`config.mk`:
```
export PLATFORM = sky130hd
export DESIGN_NAME = int_issue_queue
export DESIGN_NICKNAME = d
export VERILOG_FILES = /design/src/rtl/int_issue_queue.sv
export SDC_FILE = /design/constraint.sdc
export NUM_CORES = 2
export LEC_CHECK = 0
export BUFFER_PORTS_ARGS = -buffer_cell sky130_fd_sc_hd__buf_2
export CAP_MARGIN = 20
export CELL_PAD_IN_SITES_DETAIL_PLACEMENT = 1
export CELL_PAD_IN_SITES_GLOBAL_PLACEMENT = 1
export CORE_ASPECT_RATIO = 0.9
export CORE_MARGIN = 2
export CORE_UTILIZATION = 35
export CTS_BUF_LIST = sky130_fd_sc_hd__clkbuf_4
export DETAILED_ROUTE_END_ITERATION = 8
export GPL_ROUTABILITY_DRIVEN = 0
export GPL_TIMING_DRIVEN = 0
export PLACE_DENSITY_LB_ADDON = 0.2
export SLEW_MARGIN = 20
export SYNTH_ARGS = -nofsm -noshare
export SYNTH_HDL_FRONTEND = slang
export SYNTH_SLANG_ARGS = --single-unit
```
`constraint.sdc`:
```
create_clock -name clock -period 53.2 [get_ports clock]
set_clock_uncertainty 0.05 [all_clocks]
set_input_delay 10.64 -clock clock [delete_from_list [all_inputs] [get_ports clock]]
set_output_delay 10.64 -clock clock [all_outputs]
set_load 0.05 [all_outputs]
```
`src/rtl/int_issue_queue.sv`:
```
`default_nettype none
// ============================================================================
// Module   : int_issue_queue
// Brief    : Collapsing integer issue queue with source wakeup and oldest-ready
//            select. Optional perf counters under `INTISQ_PERF_EN.
// Revision : 1.0
// ============================================================================
module int_issue_queue #(
    parameter int DEPTH  = 8,
    parameter int DATA_W = 281,
    parameter int PREG_W = 6
) (
    input  logic                       clock,
    input  logic                       reset_n,
    input  logic                       disp2intisq_enq_valid,
    input  logic [DATA_W-1:0]          disp2intisq_instr0_enq_data,
    input  logic                       bt2isq_rs1_busy,
    input  logic                       bt2isq_rs2_busy,
    output logic                       intisq_can_enq,
    output logic                       intisq2disp_enq_ready,
    input  logic                       wb0_valid,
    input  logic                       wb1_valid,
    input  logic [PREG_W-1:0]          wb0_prd,
    input  logic [PREG_W-1:0]          wb1_prd,
    output logic                       intisq2exu_valid,
    output logic [DATA_W-1:0]          intisq2exu_data,
    input  logic                       exu2intisq_ready,
    input  logic                       flush_valid,
    output logic [$clog2(DEPTH+1)-1:0] intisq_count
`ifdef INTISQ_PERF_EN
    ,
    output logic [31:0]                perf_full_cycles,
    output logic [31:0]                perf_issue_cnt
`endif
);

    localparam int CNT_W    = $clog2(DEPTH+1);
    localparam int IDX_W    = $clog2(DEPTH);
    localparam int PRS1_LSB = 111;
    localparam int PRS2_LSB = 105;
    localparam int SRC1_BIT = 104;
    localparam int SRC2_BIT = 103;

    logic [DEPTH-1:0]  r_valid;
    logic [DEPTH-1:0]  r_sleep1;
    logic [DEPTH-1:0]  r_sleep2;
    logic [DATA_W-1:0] r_data [DEPTH];
    logic [CNT_W-1:0]  r_count;

    logic [DEPTH-1:0]  w_wk_s1;
    logic [DEPTH-1:0]  w_wk_s2;
    logic [DEPTH-1:0]  w_ready;
    logic [IDX_W-1:0]  w_sel;
    logic              w_any;
    logic              w_issue;
    logic              w_enq;
    logic [CNT_W-1:0]  w_enq_idx;
    logic [PREG_W-1:0] w_in_p1;
    logic [PREG_W-1:0] w_in_p2;
    logic              w_in_s1;
    logic              w_in_s2;

    logic [DEPTH-1:0]  w_nv;
    logic [DEPTH-1:0]  w_ns1;
    logic [DEPTH-1:0]  w_ns2;
    logic [DATA_W-1:0] w_nd [DEPTH];

    function automatic logic f_wake(
        input logic [PREG_W-1:0] p,
        input logic              v0,
        input logic [PREG_W-1:0] d0,
        input logic              v1,
        input logic [PREG_W-1:0] d1
    );
        return (v0 && (d0 == p)) || (v1 && (d1 == p));
    endfunction

    // Stored sleep bits with this cycle's wakeups applied; these feed the next state.
    generate
        for (genvar gi = 0; gi < DEPTH; gi++) begin : g_wake
            assign w_wk_s1[gi] = r_sleep1[gi] &
                ~f_wake(r_data[gi][PRS1_LSB +: PREG_W], wb0_valid, wb0_prd, wb1_valid, wb1_prd);
            assign w_wk_s2[gi] = r_sleep2[gi] &
                ~f_wake(r_data[gi][PRS2_LSB +: PREG_W], wb0_valid, wb0_prd, wb1_valid, wb1_prd);
        end
    endgenerate

    assign w_ready = r_valid & ~r_sleep1 & ~r_sleep2;

    always_comb begin
        w_sel = '0;
        w_any = 1'b0;
        for (int i = DEPTH-1; i >= 0; i--) begin
            if (w_ready[i]) begin
                w_sel = IDX_W'(i);
                w_any = 1'b1;
            end
        end
    end

    assign intisq2exu_valid      = w_any & ~flush_valid;
    assign intisq2exu_data       = w_any ? r_data[w_sel] : '0;
    assign w_issue               = intisq2exu_valid & exu2intisq_ready;
    assign intisq_can_enq        = (r_count < CNT_W'(DEPTH));
    assign intisq2disp_enq_ready = intisq_can_enq;
    assign intisq_count          = r_count;
    assign w_enq                 = disp2intisq_enq_valid & intisq_can_enq & ~flush_valid;
    assign w_enq_idx             = r_count - CNT_W'(w_issue);

    // A wakeup in the enqueue cycle overrides the stale busy-table read.
    assign w_in_p1 = disp2intisq_instr0_enq_data[PRS1_LSB +: PREG_W];
    assign w_in_p2 = disp2intisq_instr0_enq_data[PRS2_LSB +: PREG_W];
    assign w_in_s1 = disp2intisq_instr0_enq_data[SRC1_BIT] && (w_in_p1 != '0) && bt2isq_rs1_busy &&
                     !f_wake(w_in_p1, wb0_valid, wb0_prd, wb1_valid, wb1_prd);
    assign w_in_s2 = disp2intisq_instr0_enq_data[SRC2_BIT] && (w_in_p2 != '0) && bt2isq_rs2_busy &&
                     !f_wake(w_in_p2, wb0_valid, wb0_prd, wb1_valid, wb1_prd);

    always_comb begin
        int  src;
        logic shift;
        w_nv  = '0;
        w_ns1 = '0;
        w_ns2 = '0;
        for (int i = 0; i < DEPTH; i++) begin
            w_nd[i] = r_data[i];
        end
        for (int i = 0; i < DEPTH; i++) begin
            src   = i;
            shift = w_issue && (i >= int'(w_sel));
            if (shift && (i < DEPTH-1)) begin
                src = i + 1;
            end
            w_nv[i]  = r_valid[src] & ~(shift && (i == DEPTH-1));
            w_ns1[i] = w_wk_s1[src];
            w_ns2[i] = w_wk_s2[src];
            w_nd[i]  = r_data[src];
            if (w_enq && (i == int'(w_enq_idx))) begin
                w_nv[i]  = 1'b1;
                w_ns1[i] = w_in_s1;
                w_ns2[i] = w_in_s2;
                w_nd[i]  = disp2intisq_instr0_enq_data;
            end
        end
    end

    always_ff @(posedge clock) begin
        if (!reset_n || flush_valid) begin
            r_valid  <= '0;
            r_sleep1 <= '0;
            r_sleep2 <= '0;
            r_count  <= '0;
        end else begin
            r_valid  <= w_nv;
            r_sleep1 <= w_ns1;
            r_sleep2 <= w_ns2;
            r_count  <= r_count + CNT_W'(w_enq) - CNT_W'(w_issue);
        end
    end

    // Payload is qualified by the valid bits, so it needs no reset.
    always_ff @(posedge clock) begin
        for (int i = 0; i < DEPTH; i++) begin
            r_data[i] <= w_nd[i];
        end
    end

`ifdef INTISQ_PERF_EN
    logic [31:0] r_perf_full;
    logic [31:0] r_perf_issue;

    always_ff @(posedge clock) begin
        if (!reset_n) begin
            r_perf_full  <= '0;
            r_perf_issue <= '0;
        end else begin
            if (r_count == CNT_W'(DEPTH)) begin
                r_perf_full <= r_perf_full + 32'd1;
            end
            if (w_issue) begin
                r_perf_issue <= r_perf_issue + 32'd1;
            end
        end
    end

    assign perf_full_cycles = r_perf_full;
    assign perf_issue_cnt   = r_perf_issue;
`else
    // No performance counters in this build.
`endif

endmodule
`default_nettype wire

```
== Yosys cells after proc, flatten, opt, wreduce, memory -nomap -nowiden ==
Memories as Yosys holds them, arrays and structs flattened.
Index checks and enable logic that the tools add are counted.

* Add/sub/neg operators: 3
* $lt $le $gt $ge: 15
* Equal/unequal tests: 43
* Muxes and demuxes: 119
* Bitwise gates (word level): 43
* Reduce and logical (&&, ||, !) cells: 82

{| class="wikitable"
|+ Operator list
! kind !! number
|-
| 2-to-1 mux 281 bit || 9
|-
| < comparator 32 x 5 -> 1 bit, second input constant || 7
|-
| == test 6 bit || 36
|-
| 2-to-1 mux 1 bit || 78
|-
| binary-select mux 1 bit (select 3 bit) || 21
|-
| logical AND 1 bit || 57
|-
| 2-to-1 mux 3 bit || 9
|-
| bitwise AND 1 bit || 21
|-
| logical OR 1 bit || 19
|-
| NOT 1 bit || 18
|-
| bitwise AND 8 bit || 2
|-
| == test 4 bit, first input constant || 4
|-
| NOT 8 bit || 2
|-
| nonzero test 6 bit || 2
|-
| >= comparator 3 bit, first input constant || 3
|-
| == test 3 x 4 -> 1 bit, first input constant || 2
|-
| subtractor 4 x 1 -> 4 bit || 2
|-
| >= comparator 1 x 3 -> 1 bit, first input constant || 2
|-
| >= comparator 2 x 3 -> 1 bit, first input constant || 2
|-
| adder 4 x 1 -> 4 bit || 1
|-
| == test 2 x 4 -> 1 bit, first input constant || 1
|-
| zero test 4 bit || 1
|-
| < comparator 4 bit, second input constant || 1
|-
| 2-to-1 mux 2 bit || 2
|-
| zero test 1 bit || 3
|}

* Register bits: 28
* Bits in writable memories: 2248
* Input port bits: 302
* Output and inout port bits: 288
* Word-level logic and storage cells: 310
* Memories kept: 1

{| class="wikitable"
|+ Memories
! name !! depth !! bits a word !! read ports !! clocked after Yosys merged registers in !! write ports !! RTL line !! RTL
|-
| r_data || 8 || 281 || 16 || 0 || 8 || 47 || <nowiki>logic [DATA_W-1:0] r_data [DEPTH];</nowiki>
|}

== Logic depth before layout (Yosys ltp) ==
* Depth in word-level cells: 19
* Gate-level depth with buffers: 15
* Gate-level depth less buffers: 12

== Least setup slack after synthesis ==
OpenSTA, ideal clock, no wires.

* Kind: input to register
* Start: in exu2intisq_ready
* End: mem r_data[0][0] (enable)
* Library setup time: 1.313 ns
* Data arrival time: 30.839 ns
* Required time: 51.837 ns
* Setup slack: 20.998 ns
* Stages on the path: 5
* Path buffers: 2
* Cell sequence: nor2b_1 > nand2_1 > clkbuf_1 > clkbuf_1 > o21ai_0

{| class="wikitable"
|+ RTL lines
! element !! RTL line !! RTL
|-
| from (decl) || 27 || <nowiki>input logic exu2intisq_ready,</nowiki>
|-
| to (decl) || 47 ||
|}

== Worst setup path after layout ==
* Start: in flush_valid
* End: out intisq2exu_valid

* Cells in the longest elaborated chain, start to end: 2

{| class="wikitable"
|+ RTL lines
! element !! RTL line !! RTL
|-
| from (decl) || 28 || <nowiki>input logic flush_valid,</nowiki>
|-
| NOT 1 bit || 101 || <nowiki>assign intisq2exu_valid = w_any & ~flush_valid;</nowiki>
|-
| bitwise AND 1 bit || 101 ||
|-
| to (decl) || 25 || <nowiki>output logic intisq2exu_valid,</nowiki>
|}

No other way between the ends.

==> flow_summary.ini <==
[logic_synthesis]
yosys.cell_types.count = 54
yosysTopAreaCell = edfxtp_1
avgSynthCellArea_um2 = 11.06
synth_area_um2 = 118100
synthCells = 10680
netlist_top_cells_area = edfxtp_1, mux2_2, nand2_1, a221o_1, a31oi_1
synth-async-reset-ratio = 0
synth_top_area_share = 0.5714
synth_edf_count = 2248
ys_seq_area_frac = 0.5761
synth-seq-cells = 2276
synthFlopType = edfxtp_1
yosysWarnings = 0
syn-num-nets = 10990

[pwr]
p_leak_nw = 50.07
cellInternalPower_mw = 2.989
comb_power_share = 0.078
p_switching_mw = 1.112
finalPower_mw = 4.100
seqPwrFrac = 0.496
clkPwrFrac = 0.426
switching_share = 0.2711
ir_drop_uv = 20.98
p_per_area_nw_per_um2 = 29.72

[setup_path]
crit_type = input port to output port
r2r_slack_ns = 46.19
timing.rr.start = r_sleep2[0]$_SDFF_PP0_
worstSetupEndpointType = output port
arrival_ns = 11.43
reg2reg_depth = 17
worstPathRequired_ns = 42.51
rr_endpoint = r_data[3][151]$_DFFE_PP_
critPathLaunchType = input port
path_cells = buf_2, nor2_1, buf_2
cp_slowest_cell = buf_2
cp_top_family = buffers and inverters
cpMostUsedCell = buf_2
crit_buf_inv = 2
cp_max_fo = 5
slowest_delay_ns = 0.34

[timing]
rsz0062_at_grt = no
setup_viol = 0
final_max_slew_viol_count = 0
worst_slew_pin_slew_ns = 1.156
period_share = 0.4157
max_freq_mhz = 45.22
whs_ns = 0.4528
min_period_ns = 22.12
hold_viol_final = 0
relSlewSlack = 0.2296

[clock_tree]
cts_sinks = 2276
htree_num_levels = 6
cts_tree = done
cts_buffers = 660
cts_resized = 0
cts_root_buffer = clkbuf_4
holdBufCountCts = 0
insertion_delay_ns = 1.66
cts_setup_buffers = 0
clkTransAtPathRegs_ns = 0.08
clock_path_buffers = 4

[cells_and_area]
fillCellCount = 37230
final_cell_mix = nand2_1, edfxtp_1, mux2_2
drive_above_1_share = 0.2580
final_common_cell = nand2_1
post-route-util = 0.4104
final_area_um2 = 137900
nets = 12330
area_growth_pct = 16.76

[routing]
drc_errors = 0
drt_first_iter_violations = 11020
via_per_inst = 5.991
vias = 102300
drtAntennaViolNets = 0
dr.pass1.iters = 6
wl_per_cell_um = 32.18
drt-total-wl_um = 549400

[global_route]
antenna_found_initial = 175
grt.overflow.total = 0
grt_pass1_wl_um = 774200
grt_max_degree = 78
grtUsageTotal = 0.3095
grt_pass1_vias = 105700

[floorplanning]
die_w_um = 616.4
core_area_um2 = 336100
initial_utilization = 0.3515
io_pins = 590
die_area_um2 = 342200
die_h_um = 555.2
rows = 202

[hold_path]
holdPathStages = 1
holdCritStartpoint = r_data[1][275]$_DFFE_PP_
hold_path.class = flip-flop to flip-flop
min_delay_worst_endpoint = r_data[0][275]$_DFFE_PP_

[placed_design]
port-buffer-count = 575
post-dp-hpwl_um = 371700
placed_cell_area_um2 = 129400

[run]
cap_violations = 0

[outcome]
outcome = completed
## synthesized netlist by cell type, types with 32 or more instances
cell type  number
a21oi_1       574
a221o_1       560
a31oi_1       818
buf_1          45
buf_2         340
clkbuf_1      527
edfxtp_1     2248
mux2_2       1123
mux2i_1        35
nand2_1      2806
nand4_1        38
nor2_1        855
o21ai_0        32
o22a_1        280
xnor2_1       110
xor2_1        109
## cell families after synthesis
logic type,count (synthesis),synth area share
AO/OA/AOI/OAI,2312,0.1408
adder cells (fa/ha/maj),9,0.001017
XOR/XNOR,219,0.01624
multiplexers,1158,0.1100
flip-flops,2276,0.5761
AND/OR/NAND/NOR,3778,0.1226
buffers and inverters,927,0.03321
## registers in the layout (all words and copies together), names as in the netlist
register and cells:
r_valid 8, r_sleep2 8, r_data 2248, r_sleep1 8, intisq_count 4
## metal layers
layer / up-vias / track usage / wire length, um
li1: 43030 / - / -
met1: 52070 / 0.3989 / 219700
met2: 5719 / 0.4714 / 244600
met3: 1394 / 0.07251 / 51330
met4: 58 / 0.1892 / 33380
met5: - / 0 / 369
## worst max path at each step
stage	end	depth (start not counted)	startpoint	slack, ns
5_1_grt	intisq2exu_valid	3	flush_valid	31.10
3_5_place_dp	intisq2exu_valid	3	flush_valid	31.10
3_3_place_gp	r_data[0][76]$_DFFE_PP_	6	flush_valid	-3.38
4_1_cts	intisq2exu_valid	3	flush_valid	31.10
2_1_floorplan	r_data[0][0]$_DFFE_PP_	5	exu2intisq_ready	21.00
6_report	intisq2exu_valid	3	flush_valid	31.08
## power by group through the flow
stage | combinational [mW] | clock [mW] | sequential [mW]
after floorplan | 0.172 | 0 | 2.09
after global placement | 0.288 | 0 | 2.12
after detailed placement | 0.314 | 0 | 2.07
after CTS | 0.315 | 1.78 | 2.03
after global routing | 0.334 | 1.86 | 2.04
final | 0.319 | 1.75 | 2.03
## per-stage QoR
stage | TNS (ns) | instances | worst slack, ns
floorplan | 0 | 10680 | 21.00
global placement | -928.01 | 15740 | -3.377
detailed placement | 0 | 15850 | 31.10
CTS | 0 | 16990 | 31.10
global route | 0 | 17040 | 31.10
finish | 0 | 17070 | 31.08
## layout make-up
| class | instances | area, um2 | area share |
|---|---|---|---|
| flip-flops and latches | 2276 | 68070 | 0.4934 |
| inverters | 11 | 48.80 | 0.0003537 |
| diodes | 79 | 197.7 | 0.001433 |
| plain buffers | 916 | 3946 | 0.02861 |
| multi-input cells | 7476 | 46210 | 0.3350 |
| clock inverters | 194 | 1164 | 0.008436 |
| well taps | 4488 | 5615 | 0.04071 |
| repair buffers | 680 | 5553 | 0.04025 |
| clock buffers | 951 | 7139 | 0.05176 |
Power figures use the tool's default switching activity.
